$ cat src/rtl/ibex_trace_buffer_pkg.sv
// Shared types for the on-chip RVFI trace buffer.
//   ibex_trace_state_e : capture FSM encoding (IDLE/ARMED/POST/DONE), visible on state_o
//   ibex_trace_entry_t : base entry layout {pc, insn, trap, intr, trig}
//   trace_entry_w()    : stored entry width, widened when rd_addr/rd_wdata are kept
package ibex_trace_buffer_pkg;

  typedef enum logic [1:0] {
    TRACE_IDLE  = 2'd0,
    TRACE_ARMED = 2'd1,
    TRACE_POST  = 2'd2,
    TRACE_DONE  = 2'd3
  } ibex_trace_state_e;

  typedef struct packed {
    logic [31:0] pc;
    logic [31:0] insn;
    logic        trap;
    logic        intr;
    logic        trig;
  } ibex_trace_entry_t;

  localparam int unsigned TraceEntryW = $bits(ibex_trace_entry_t);  // 67
  localparam int unsigned TraceRdW    = 32 + 5;                       // rd_wdata + rd_addr

  function automatic int unsigned trace_entry_w(input bit rd_data);
    return rd_data ? TraceEntryW + TraceRdW : TraceEntryW;
  endfunction

endpackage

$ cat src/rtl/ibex_trace_ram.sv
// Trace storage: Depth x Width flop array, one synchronous write port and one
// asynchronous read port. Data flops have no reset; validity is tracked by the
// owner's pointers/counters.
//   clk_i    : clock
//   we_i     : write enable
//   waddr_i  : write address
//   wdata_i  : write data
//   raddr_i  : read address
//   rdata_o  : combinational read data
module ibex_trace_ram #(
  parameter  int unsigned Depth = 16,
  parameter  int unsigned Width = 67,
  localparam int unsigned AW    = $clog2(Depth)
) (
  input  logic             clk_i,
  input  logic             we_i,
  input  logic [AW-1:0]    waddr_i,
  input  logic [Width-1:0] wdata_i,
  input  logic [AW-1:0]    raddr_i,
  output logic [Width-1:0] rdata_o
);

  logic [Width-1:0] mem_q [Depth];

  always_ff @(posedge clk_i) begin
    if (we_i) mem_q[waddr_i] <= wdata_i;
  end

  assign rdata_o = mem_q[raddr_i];

endmodule

$ cat src/rtl/ibex_trace_buffer.sv
// Instruction trace capture on the RVFI retirement port. Retired instructions
// are stored in a circular buffer; a PC-match or trap trigger ends the
// pre-trigger window, PostTrigDepth further entries are captured, then the
// buffer freezes and is drained oldest-first over a valid/ready port.
//   clk_i, rst_ni            : clock, async active-low reset
//   arm_i                    : clear buffer, start pre-trigger capture
//   trig_pc_en_i, trig_pc_i  : PC-match trigger
//   rvfi_*                   : retirement tap from ibex_top
//   state_o, done_o          : FSM state, capture complete
//   count_o, overflow_o      : entries held, pre-trigger data lost
//   rd_req_i, rd_valid_o,
//   rd_data_o, rd_last_o     : readout handshake
module ibex_trace_buffer
  import ibex_trace_buffer_pkg::*;
#(
  parameter  int unsigned Depth         = 16,
  parameter  int unsigned PostTrigDepth = 8,
  parameter  logic        TraceRdData   = 1'b0,
  parameter  logic        TrigOnTrap    = 1'b1,
  localparam int unsigned CW            = $clog2(Depth),
  localparam int unsigned EntryW        = trace_entry_w(TraceRdData)
) (
  input  logic              clk_i,
  input  logic              rst_ni,
  input  logic              arm_i,
  input  logic              trig_pc_en_i,
  input  logic [31:0]       trig_pc_i,
  input  logic              rvfi_valid,
  input  logic [31:0]       rvfi_pc_rdata,
  input  logic [31:0]       rvfi_insn,
  input  logic              rvfi_trap,
  input  logic              rvfi_intr,
  input  logic [4:0]        rvfi_rd_addr,
  input  logic [31:0]       rvfi_rd_wdata,
  output logic [1:0]        state_o,
  output logic              done_o,
  output logic [CW:0]       count_o,
  output logic              overflow_o,
  input  logic              rd_req_i,
  output logic              rd_valid_o,
  output logic [EntryW-1:0] rd_data_o,
  output logic              rd_last_o
);

  // post counter needs at least one bit even when the post window is empty
  localparam int unsigned PW       = (PostTrigDepth > 0) ? $clog2(PostTrigDepth + 1) : 1;
  localparam logic [CW:0] DepthCnt = (CW+1)'(Depth);
  localparam logic [PW-1:0] PostInit = PW'(PostTrigDepth);

  ibex_trace_state_e state_q, state_d;
  logic [CW-1:0]     wptr_q, wptr_d, rptr_q, rptr_d;
  logic [CW:0]       cnt_q, cnt_d;
  logic [PW-1:0]     post_q, post_d;
  logic              ovf_q, ovf_d;

  logic              hit, wr_en, trig_bit;
  ibex_trace_entry_t entry;
  logic [EntryW-1:0] wdata, rdata;

  assign hit = rvfi_valid &
               ((trig_pc_en_i & (rvfi_pc_rdata == trig_pc_i)) | (TrigOnTrap & rvfi_trap));

  // arm wins over capture: a retirement in the arming cycle is dropped
  assign wr_en    = rvfi_valid & ~arm_i &
                    ((state_q == TRACE_ARMED) | (state_q == TRACE_POST));
  assign trig_bit = hit & (state_q == TRACE_ARMED);

  assign entry = '{pc: rvfi_pc_rdata, insn: rvfi_insn, trap: rvfi_trap,
                   intr: rvfi_intr, trig: trig_bit};

  if (TraceRdData) begin : g_rd_data
    assign wdata = {rvfi_rd_wdata, rvfi_rd_addr, entry};
  end else begin : g_no_rd_data
    logic unused_rd;
    assign unused_rd = ^{rvfi_rd_addr, rvfi_rd_wdata};
    assign wdata     = entry;
  end

  always_comb begin
    state_d = state_q;
    wptr_d  = wptr_q;
    rptr_d  = rptr_q;
    cnt_d   = cnt_q;
    post_d  = post_q;
    ovf_d   = ovf_q;

    if (arm_i) begin
      state_d = TRACE_ARMED;
      wptr_d  = '0;
      cnt_d   = '0;
      ovf_d   = 1'b0;
    end else begin
      if (wr_en) begin
        wptr_d = wptr_q + 1'b1;
        // full buffer: the write lands on the oldest entry, count stays put
        if (cnt_q == DepthCnt) ovf_d = 1'b1;
        else                   cnt_d = cnt_q + 1'b1;
      end

      unique case (state_q)
        TRACE_ARMED: begin
          if (hit) begin
            if (PostTrigDepth == 0) begin
              state_d = TRACE_DONE;
            end else begin
              state_d = TRACE_POST;
              post_d  = PostInit;
            end
          end
        end
        TRACE_POST: begin
          if (rvfi_valid) begin
            post_d = post_q - 1'b1;
            if (post_q == PW'(1)) state_d = TRACE_DONE;
          end
        end
        TRACE_DONE: begin
          if (rd_req_i && (cnt_q != '0)) begin
            rptr_d = rptr_q + 1'b1;
            cnt_d  = cnt_q - 1'b1;
            if (cnt_q == (CW+1)'(1)) state_d = TRACE_IDLE;
          end
        end
        default: ;
      endcase

      // oldest entry sits at wptr once the buffer has wrapped, else at 0
      if ((state_d == TRACE_DONE) && (state_q != TRACE_DONE)) begin
        rptr_d = (cnt_d == DepthCnt) ? wptr_d : '0;
      end
    end
  end

  always_ff @(posedge clk_i or negedge rst_ni) begin
    if (!rst_ni) begin
      state_q <= TRACE_IDLE;
      wptr_q  <= '0;
      rptr_q  <= '0;
      cnt_q   <= '0;
      post_q  <= '0;
      ovf_q   <= 1'b0;
    end else begin
      state_q <= state_d;
      wptr_q  <= wptr_d;
      rptr_q  <= rptr_d;
      cnt_q   <= cnt_d;
      post_q  <= post_d;
      ovf_q   <= ovf_d;
    end
  end

  ibex_trace_ram #(
    .Depth (Depth),
    .Width (EntryW)
  ) u_ram (
    .clk_i   (clk_i),
    .we_i    (wr_en),
    .waddr_i (wptr_q),
    .wdata_i (wdata),
    .raddr_i (rptr_q),
    .rdata_o (rdata)
  );

  assign state_o    = state_q;
  assign done_o     = (state_q == TRACE_DONE);
  assign count_o    = cnt_q;
  assign overflow_o = ovf_q;
  assign rd_valid_o = done_o & (cnt_q != '0);
  assign rd_last_o  = done_o & (cnt_q == (CW+1)'(1));
  // gate the array output so unwritten (X) entries never reach the port
  assign rd_data_o  = rd_valid_o ? rdata : '0;

endmodule

$ cat config.mk
export PLATFORM = sky130hd
export DESIGN_NAME = ibex_trace_buffer
export DESIGN_NICKNAME = d
export VERILOG_FILES = /design/src/rtl/ibex_trace_buffer_pkg.sv /design/src/rtl/ibex_trace_ram.sv /design/src/rtl/ibex_trace_buffer.sv
export SDC_FILE = /design/constraint.sdc
export NUM_CORES = 1
export LEC_CHECK = 0
export BUFFER_PORTS_ARGS = -buffer_cell sky130_fd_sc_hd__buf_2
export CELL_PAD_IN_SITES_DETAIL_PLACEMENT = 1
export CELL_PAD_IN_SITES_GLOBAL_PLACEMENT = 2
export CORE_MARGIN = 2
export CORE_UTILIZATION = 26
export CTS_BUF_LIST = sky130_fd_sc_hd__clkbuf_8 sky130_fd_sc_hd__clkbuf_16
export DETAILED_ROUTE_END_ITERATION = 10
export PLACE_DENSITY = 0.5
export SYNTH_ARGS = -nofsm -noshare
export SYNTH_HDL_FRONTEND = slang
export SYNTH_HIERARCHICAL = 1
export SYNTH_SLANG_ARGS = --single-unit
$ cat constraint.sdc
create_clock -name clk_i -period 11.1 [get_ports clk_i]
set_input_delay 1.11 -clock clk_i [delete_from_list [all_inputs] [get_ports clk_i]]
set_output_delay 1.11 -clock clk_i [all_outputs]
set_load 0.1 [all_outputs]
---- Word-level counts from Yosys, hierarchy flattened ----
Memories as Yosys holds them, arrays and structs flattened.
Index checks and enable logic that the tools add are counted.
storage, ports and cells
  output and inout bits ................... 78
  bits in registers ....................... 20
  logic and storage cells ................. 74
  RAM bits ................................ 1072
  memories kept ........................... 1
  bits of input ports ..................... 141
operators by class
  mux-type cells .......................... 29
  add/subtract/negate cells ............... 5
  bitwise gates (word level) .............. 10
  reductions and logical operators ........ 11
  eq/ne operators ......................... 12
memory list
  name         depth  width  rd ports  clocked after Yosys merged registers in  wr ports  line                  text
  u_ram.mem_q  16     67     1         0                                        1         ibex_trace_ram.sv:23  logic [Width-1:0] mem_q [Depth];
operator list
  operator                                          number
  2-to-1 mux 67 bit                                 1
  == test 32 bit                                    1
  2-to-1 mux 4 bit                                  8
  2-to-1 mux 5 bit                                  6
  2-to-1 mux 2 bit                                  7
  == test 5 bit, second input constant              2
  nonzero test 2 bit                                5
  adder 4 x 1 -> 4 bit, second input constant       2
  case mux 4 bit (2 select lines)                   1
  bitwise AND 1 bit                                 7
  == test 2 bit, second input constant              3
  inequality test 2 bit, second input constant      3
  case mux 2 bit (3 select lines)                   1
  adder 5 x 1 -> 5 bit, second input constant       1
  == test 5 x 1 -> 1 bit, second input constant     1
  2-to-1 mux 1 bit                                  5
  nonzero test 5 bit                                1
  subtractor 5 x 1 -> 5 bit, second input constant  1
  == test 4 x 1 -> 1 bit, second input constant     1
  AND reduction 4 bit                               1
  subtractor 4 x 1 -> 4 bit, second input constant  1
  AND reduction 3 bit                               1
  == test 2 x 1 -> 1 bit, second input constant     1
  logical AND 1 bit                                 2
  other kinds (3)                                   4

---- Logic depth before layout (Yosys ltp) ----
Gate-level depths: netlist (run 1).
  depth in word-level cells ............... 11
  depth in mapped cells ................... 11
  gate-level depth less buffers ........... 10

---- Hierarchy ----
Netlist (run 1), hierarchy kept.
modules (own cells, without submodules)
  module             sequential area each (sq um)  area each (sq um)  cells an instance  times used
  ibex_trace_ram     32190.9                       40063.4            1657               1
  ibex_trace_buffer  500.5                         2264.7             288                1

---- Least setup slack after synthesis (run 1) ----
OpenSTA, ideal clock, no wires.
  path type ............................... reg-to-reg
  start ................................... reg state_q[1] (netlist: state_o[1])
  end ..................................... mem u_ram.mem_q[0][0] (enable)
  slack ................................... 3.690 ns
  path buffers ............................ 0
  period minus slack after synthesis ...... 7.410 ns
  stages on the path, launching flop included .. 7
  setup time .............................. 0.574 ns
  arrival ................................. 6.835 ns
  required time ........................... 10.526 ns
  cell sequence ........................... dfrtp_1 > inv_1 > ha_1 > nand3b_1 > inv_2 > or3b_2 > nor3_1
between the ends
  cells in the longest elaborated chain, start to end .. 5
  elaborated cells between the ends (all ways) .. 6
  those cells by class .................... eq/ne (2); mux (2); bitwise (2)
ends and longest elaborated chain
  element                                                  line                      text
  start, declared                                          ibex_trace_buffer.sv:50   ibex_trace_state_e state_q, state_d;
  start signal, assigned                                   ibex_trace_buffer.sv:143  state_q <= state_d;
  == test 2 x 1 -> 1 bit or == test 2 bit (tied branches)  ibex_trace_buffer.sv:65   ((state_q == TRACE_ARMED) | (state_q == TRACE_POST));
  OR 1 bit (*)                                             ibex_trace_buffer.sv:65
  bitwise AND 1 bit (*)                                    ibex_trace_buffer.sv:64   assign wr_en = rvfi_valid & ~arm_i &
  named net wr_en                                          ibex_trace_buffer.sv:56   logic hit, wr_en, trig_bit;
  2-to-1 mux 1 bit (*)                                     ibex_trace_ram.sv:26      if (we_i) mem_q[waddr_i] <= wdata_i;
  2-to-1 mux 1 bit (not written as such) (*)               ibex_trace_ram.sv:26
  end, declared                                            ibex_trace_ram.sv:23
Mark *: on every way through the listed nets, which the timed path passes. The rest lies on a longest branch.

---- Worst setup path in the final report (run 1) ----
  start ................................... reg rptr_q[1]
  end ..................................... out rd_data_o[62]
between the ends
  cells in the longest elaborated chain, start to end .. 2
ends and longest elaborated chain
  element                    line                      text
  start, declared            ibex_trace_buffer.sv:51   logic [CW-1:0] wptr_q, wptr_d, rptr_q, rptr_d;
  start signal, assigned     ibex_trace_buffer.sv:145  rptr_q <= rptr_d;
  memory read (16 x 67 bit)  -
  named net rdata[62]        ibex_trace_buffer.sv:58   logic [EntryW-1:0] wdata, rdata;
  2-to-1 mux 67 bit          ibex_trace_buffer.sv:171  assign rd_data_o = rd_valid_o ? rdata : '0;
  end, declared              ibex_trace_buffer.sv:41   output logic [EntryW-1:0] rd_data_o,
The timed path passes the listed nets, and every way through them passes these cells.

==> results of run 1 <==
## routing by layer
metal,GRT usage,vias up,share of wire
li1,-,8695,-
met1,0.191,11352,0.43
met2,0.248,443,0.50
met3,0.0251,188,0.042
met4,0.0344,12,0.021
met5,0,-,0.00065
## worst register-to-register path, stage by stage, from the launching register on
cell and delay (ps):
dfrtp_1 510, inv_1 110, ha_1 290, nand3b_1 260, inv_2 320, nand3b_1 340
nor2_4 700, buf_4 500, buf_4 800
## layout make-up
class | instances | share of cell area
sequential | 1092 | 0.659
multi-input combinational | 732 | 0.186
clock buffer | 119 | 0.0600
tap | 2175 | 0.0549
timing repair buffer | 231 | 0.0263
clock inverter | 88 | 0.0125
inverter | 13 | 0.000984
antenna | 1 | 0.0000505
## flip-flops by register name, summed over array words and instances (netlist names)
signal / cells
rptr_q: 4
count_o: 5
overflow_o: 1
u_ram/mem_q: 1072
post_q: 4
state_o: 2
wptr_q: 4
## how the worst max path moves through the flow
stage	slack [ps]	depth (start not counted)	start	to
floorplan	3690	6	state_o[1]	u_ram/mem_q[0][0]
global placement	5720	7	rptr_q[1]	rd_data_o[60]
detailed placement	5720	7	rptr_q[1]	rd_data_o[60]
CTS	4880	7	rptr_q[1]	rd_data_o[60]
global route	4810	7	rptr_q[1]	rd_data_o[62]
finish	5160	7	rptr_q[1]	rd_data_o[62]
## cells by family (layout without fill, tap and decap cells)
group                      count (synthesis)  count (layout)  synth area share
DFF                                     1092            1092             0.772
muxes                                    270             270             0.143
and+or+nand+nor                          242             242            0.0292
AOI/OAI and AO/OA                        167             167            0.0299
buffers and inverters                    121             451            0.0134
xor gates and xnor gates                  41              41           0.00848
adders and majority gates                 12              12           0.00355
other                                      0               1                 0
## cells in the mapped netlist, types with 3 or more instances
master,number,area [um^2]
inv_1,12,45.0
xnor2_1,5,43.8
buf_1,18,67.6
xor2_1,36,315
nor3_1,14,70.1
and2_1,6,37.5
buf_2,13,65.1
nand2_1,82,308
a22oi_1,134,1010
buf_4,22,165
nand3b_1,3,22.5
mux4_2,268,6040
nor2_1,27,101
a21o_1,3,22.5
nand3_1,10,50.1
and3_1,68,425
clkbuf_1,52,195
ha_1,12,150
nor4_1,8,50.1
edfxtp_1,1072,32200
nand4_1,4,25.0
nand2b_1,4,25.0
a21oi_1,8,40.0
nor2b_1,7,43.8
dfrtp_1,20,500
## report_power, final
part           total [W]  switching (W)  internal [W]  leakage, nW
Clock            0.00367        0.00162       0.00205         1.86
Sequential       0.00469      0.0000744       0.00462         9.90
Combinational    0.00198        0.00125      0.000732         4.66
Total             0.0103        0.00295       0.00740         16.4
## cell usage in the layout, fill, tap and decap left out, drive strengths merged, types with 3 or more instances in the layout
cell type,n
a21oi,8
nor4,8
nand4,4
bufinv,5
and2,6
dfrtp,20
and3,69
nand2b,4
nor2b,7
mux4,268
nand3,10
a21o,3
a22oi,134
buf,231
clkinv,46
xor2,36
xnor2,5
inv,45
ha,12
clkbuf,119
nor2,27
edfxtp,1072
nand3b,3
nand2,82
clkinvlp,5
nor3,14
## through the flow
stage | hold WS [ps] | power [W] | instances
final | 355 | 0.0103 | 4451
after global routing | 339 | 0.0108 | 4451
after detailed placement | 515 | 0.00684 | 4243
after global placement | 507 | 0.00682 | 4243
after CTS | 305 | 0.0105 | 4450
after floorplan | 478 | 0.00615 | 1945
==> flow_summary.ini, run 1 <==
[outcome]
status = finished, final reports clean

[timing]
max_slew_margin = 0.218
tightest_slew_ps = 1170
rsz0062_at_grt = no
slew_viol_final = 0
hold_viol = 0
period_minus_slack_ps = 5940
finalSetupViolations = 0
clock.fmax_mhz = 168
layout_worst_path_cycle_share = 0.535
setup_tns_ps = 0
finClkSkew_ps = 47.3
postLayoutSetupSlackWorst_ps = 5160

[cts]
post_cts_buffers = 0
htreeDepth = 3
clock-sinks = 1092
clk_pin_slew_ps = 60
cts_resized = 0
clock_latency_ps = 740
numCtsBuffers = 119
cts_root_buffer = clkbuf_16
cts_hold_buf = 0
cts_tree = done
clk_path_buf_depth = 3

[global_routing]
grt_antenna_before_repair = 23
grt_pass1_vias = 22764
gr-total-overflow = 0
grt_usage = 0.145
grt_max_degree = 101
grt_pass1_wl_mm = 172

[logic_synthesis]
synth-main-ff-cell = edfxtp_1
synth-seq-area-share = 0.772
ys_types = 53
synth_edf_count = 1072
netlist_instances = 1945
synth_area_mm2 = 0.0423
synth-seq-cells = 1092
ys_async_sr_fraction = 0.0183
syn_area_per_cell_um2 = 21.8
synth_nets = 2098
yosys_warnings = 6

[power]
peakVddDrop_uv = 162
powerDensity_mw_per_mm2 = 209
leakagePower_nw = 16.4

[detailed_routing]
totalWireLength_mm = 121
viasPerCell = 4.65
ant_nets = 0
post_drt_wl_per_cell_um = 27.2
drc = 0
initialDrtViolationCount = 1361
vias = 20690
firstDrtPassIters = 5

[finish]
drive_above_1_share = 0.302
fin_util = 0.306
area_delta_synth_final_pct = 17.2
nFillCells = 16320
multi_input_area_mm2 = 0.00923
final_area_mm2 = 0.0496
nets = 2342
regArea_mm2 = 0.0327

[die]
die_area_mm2 = 0.166
dieHeight_um = 407
ios = 219
initial_core_util = 0.261
die_w_um = 407
num_rows = 148
core-area_mm2 = 0.162

[critical_path]
cp_slowest_stage_delay_ps = 910
crit_fanout = 64
slowest_stage = buf_4
r2r_slack_ps = 6830
path_buf_inv = 3
critPathLaunchType = flop
crit_family = buffers and inverters
crit_type = flop to output port
crit_chain = buf_4, buf_4, mux4_2, a22oi_1, nand2_1, and3_1, buf_2
arrival_ps = 4830
critPathRequiredTime_ps = 9990
crit_path_frequent_cell = buf_4
reg2reg_from = state_o[0]
endpoint_kind = output port
reg2regPathDepth = 8
worstReg2RegEnd = u_ram/mem_q[9][27]

[place]
dp_slack_ps = 5720
gp_congestion = 0.726
port-buffer-count = 181
place_area_mm2 = 0.0460
place_hpwl_mm = 64.4

[flow_run]
maxCapViolCount = 0

[min_path]
hp-class = input port to async pin
(Power assumes the default switching activity.)
==> run 2, diff against run 1 <==
ABC_AREA = 1   (was not set)
PLACE_DENSITY = 0.59   (was 0.5)
clock period = 5.3 ns   (was 11.1 ns; I/O delays follow)
==> run 2 against run 1 <==
Clock-buffer cell count increased by 21. Sequential cell count stayed put. Clock skew shrank 15 ps. Non-clock buffer count is 29 higher. Cell area rose by 14%. Combinational power increased to 3.9 times the previous value. Wire length increased by 24%. Worst hold slack lost 230 ps. Via count is 59% higher. Die area increased by 14%. Critical path type unchanged.
==> flow_summary.ini, run 2 <==
[cts]
cts_root_buffer = clkbuf_16
clock_latency_ps = 780
clock-sinks = 1092
clk_path_buf_depth = 3
cts_resized = 0
htreeDepth = 4
cts_tree = done
clk_pin_slew_ps = 60
numCtsBuffers = 135

[detailed_routing]
ant_nets = 0
drc = 0
initialDrtViolationCount = 1604
totalWireLength_mm = 150
post_drt_wl_per_cell_um = 19.9
vias = 32797
viasPerCell = 4.35
firstDrtPassIters = 5

[timing]
setup_tns_ps = 0
slew_viol_final = 0
hold_viol = 0
tightest_slew_ps = 1070
period_minus_slack_ps = 4470
finalSetupViolations = 0
layout_worst_path_cycle_share = 0.843
finClkSkew_ps = 32.1
postLayoutSetupSlackWorst_ps = 832
rsz0062_at_grt = no
clock.fmax_mhz = 224
max_slew_margin = 0.287

[global_routing]
grt_pass1_wl_mm = 224
grt_antenna_before_repair = 15
grt_max_degree = 203
grt_usage = 0.158
gr-total-overflow = 0
grt_pass1_vias = 34182

[logic_synthesis]
synth_top_area_share = 0.667
synth-main-ff-cell = edfxtp_1
synth_edf_count = 1072
synth-seq-area-share = 0.677
ys_types = 36
yosys.cell_count.top_type = nand2_1
ys_async_sr_fraction = 0.0183
netlist_top_cells_count = nand2_1, edfxtp_1, inv_1
syn_area_per_cell_um2 = 10.1
yosys_warnings = 6
netlist_instances = 4793
synth-seq-cells = 1092
synth_area_mm2 = 0.0483
netlist_top_cells_area = edfxtp_1, nand2_1, nand3_1
synth_nets = 4946
synth_largest_area_cell = edfxtp_1

[finish]
area_delta_synth_final_pct = 16.7
nets = 5112
final_cell_mix = nand2_1, edfxtp_1, inv_1, nand3_1, buf_2
final_common_cell = nand2_1
largest_register_ffs = 1072
fin_util = 0.305
drive_above_1_share = 0.0953
largest-register = u_ram/mem_q

[critical_path]
crit_path_frequent_cell = nand2_1
path_buf_inv = 4
cp_slowest_stage_delay_ps = 700
critPathRequiredTime_ps = 4770
crit_type = flop to output port
reg2regPathDepth = 7
cp-startpoint = rptr_q[0]
critPathLaunchType = flop
arrival_ps = 3940
r2r_slack_ps = 1930
slowest_stage = dfrtp_4
crit_chain = inv_16, buf_4, nand2_1, nand2_1, nand2_1, nand3_1, nand3_1, nand2_1, inv_1, nor2_1, buf_2
worstReg2RegEnd = u_ram/mem_q[15][35]
reg2reg_from = state_o[0]
endpoint_kind = output port
crit_family = buffers and inverters
crit_fanout = 202

[power]
p_total_w = 0.0263
powerDensity_mw_per_mm2 = 466
leakagePower_nw = 24.2
peakVddDrop_uv = 445

[die]
num_rows = 158
die_w_um = 435
initial_core_util = 0.261
dieHeight_um = 435
core-area_mm2 = 0.185
ios = 219
die_area_mm2 = 0.189

[min_path]
hp-class = input port to flop
min-delay-start = rvfi_valid
holdPathEnd = post_q[0]
holdPathStages = 3

[place]
gp_congestion = 0.697
port-buffer-count = 181
dp_slack_ps = 1540
place_hpwl_mm = 80.0

[flow_run]
maxCapViolCount = 0

[outcome]
status = finished, final reports clean
-- run 2: changes by cell type after synthesis, moves of 126 or more --
| cell | previous run | this run |
|---|---|---|
| a22oi_1 | 134 | 0 |
| buf_2 | 13 | 139 |
| inv_1 | 12 | 925 |
| mux4_2 | 268 | 0 |
| nand2_1 | 82 | 1513 |
| nand3_1 | 10 | 814 |
-- run 2: report_power, final --
group	internal, W	switching (W)	leakage (nW)	total (W)
Combinational	0.00197	0.00574	12.2	0.00771
Clock	0.00502	0.00363	2.11	0.00865
Sequential	0.00968	0.000212	9.91	0.00990
-- run 2: worst max path at each step --
stage | endpoint | slack, ps | cells past startpoint
floorplan | u_ram/mem_q[12][0] | 80 | 6
global placement | rd_data_o[60] | 1520 | 10
global route | rd_data_o[57] | 540 | 11
finish | rd_data_o[57] | 830 | 11
CTS | rd_data_o[53] | 670 | 9
detailed placement | rd_data_o[53] | 1540 | 9
-- run 2: final cells by class --
class / count / area, um^2
Multi-Input combinational cell: 2532 / 11100
Tap cell: 2480 / 3100
Clock buffer: 140 / 3480
Fill cell: 20993 / 129000
Timing Repair Buffer: 260 / 1800
Inverter: 938 / 3560
Clock inverter: 96 / 634
Sequential cell: 1092 / 32700
Antenna cell: 4 / 10.0
-- run 2: repair_timing --
action | 4_1_cts | 5_1_grt
endpoints found under the hold margin | 20 | 0
hold buffers | 1 | 0
buffers inserted | 0 | 0
-- run 2: worst min-delay path, stage by stage --
cell and delay, ps:
buf_2 140, nand3_2 120, o21ai_1 60
-- run 2: logic make-up after synthesis --
| group | share of synthesized area |
|---|---|
| DFF | 0.677 |
| xor gates and xnor gates | 0.00435 |
| muxes | 0.000207 |
| and+or+nand+nor | 0.216 |
| adders and majority gates | 0.00311 |
| AOI/OAI and AO/OA | 0.00285 |
| buffers and inverters | 0.0964 |
-- run 2: metrics by stage --
| step | instances | hold WS [ps] | instance area [um^2] |
|---|---|---|---|
| 2_1_floorplan | 4793 | 234 | 48300 |
| 3_3_place_gp | 7301 | 486 | 52200 |
| 3_5_place_dp | 7301 | 481 | 52200 |
| 4_1_cts | 7538 | 59.3 | 56400 |
| 5_1_grt | 7539 | 94.5 | 56400 |
| 6_report | 7542 | 126 | 56400 |
-- run 2: routing by layer --
| layer | up-vias | routed length (um) | track usage |
|---|---|---|---|
| met5 | - | 0 | 0 |
| met1 | 16484 | 69100 | 0.207 |
| met3 | 182 | 4930 | 0.0257 |
| li1 | 15690 | - | - |
| met2 | 441 | 73100 | 0.273 |
| met4 | 0 | 2880 | 0.0371 |
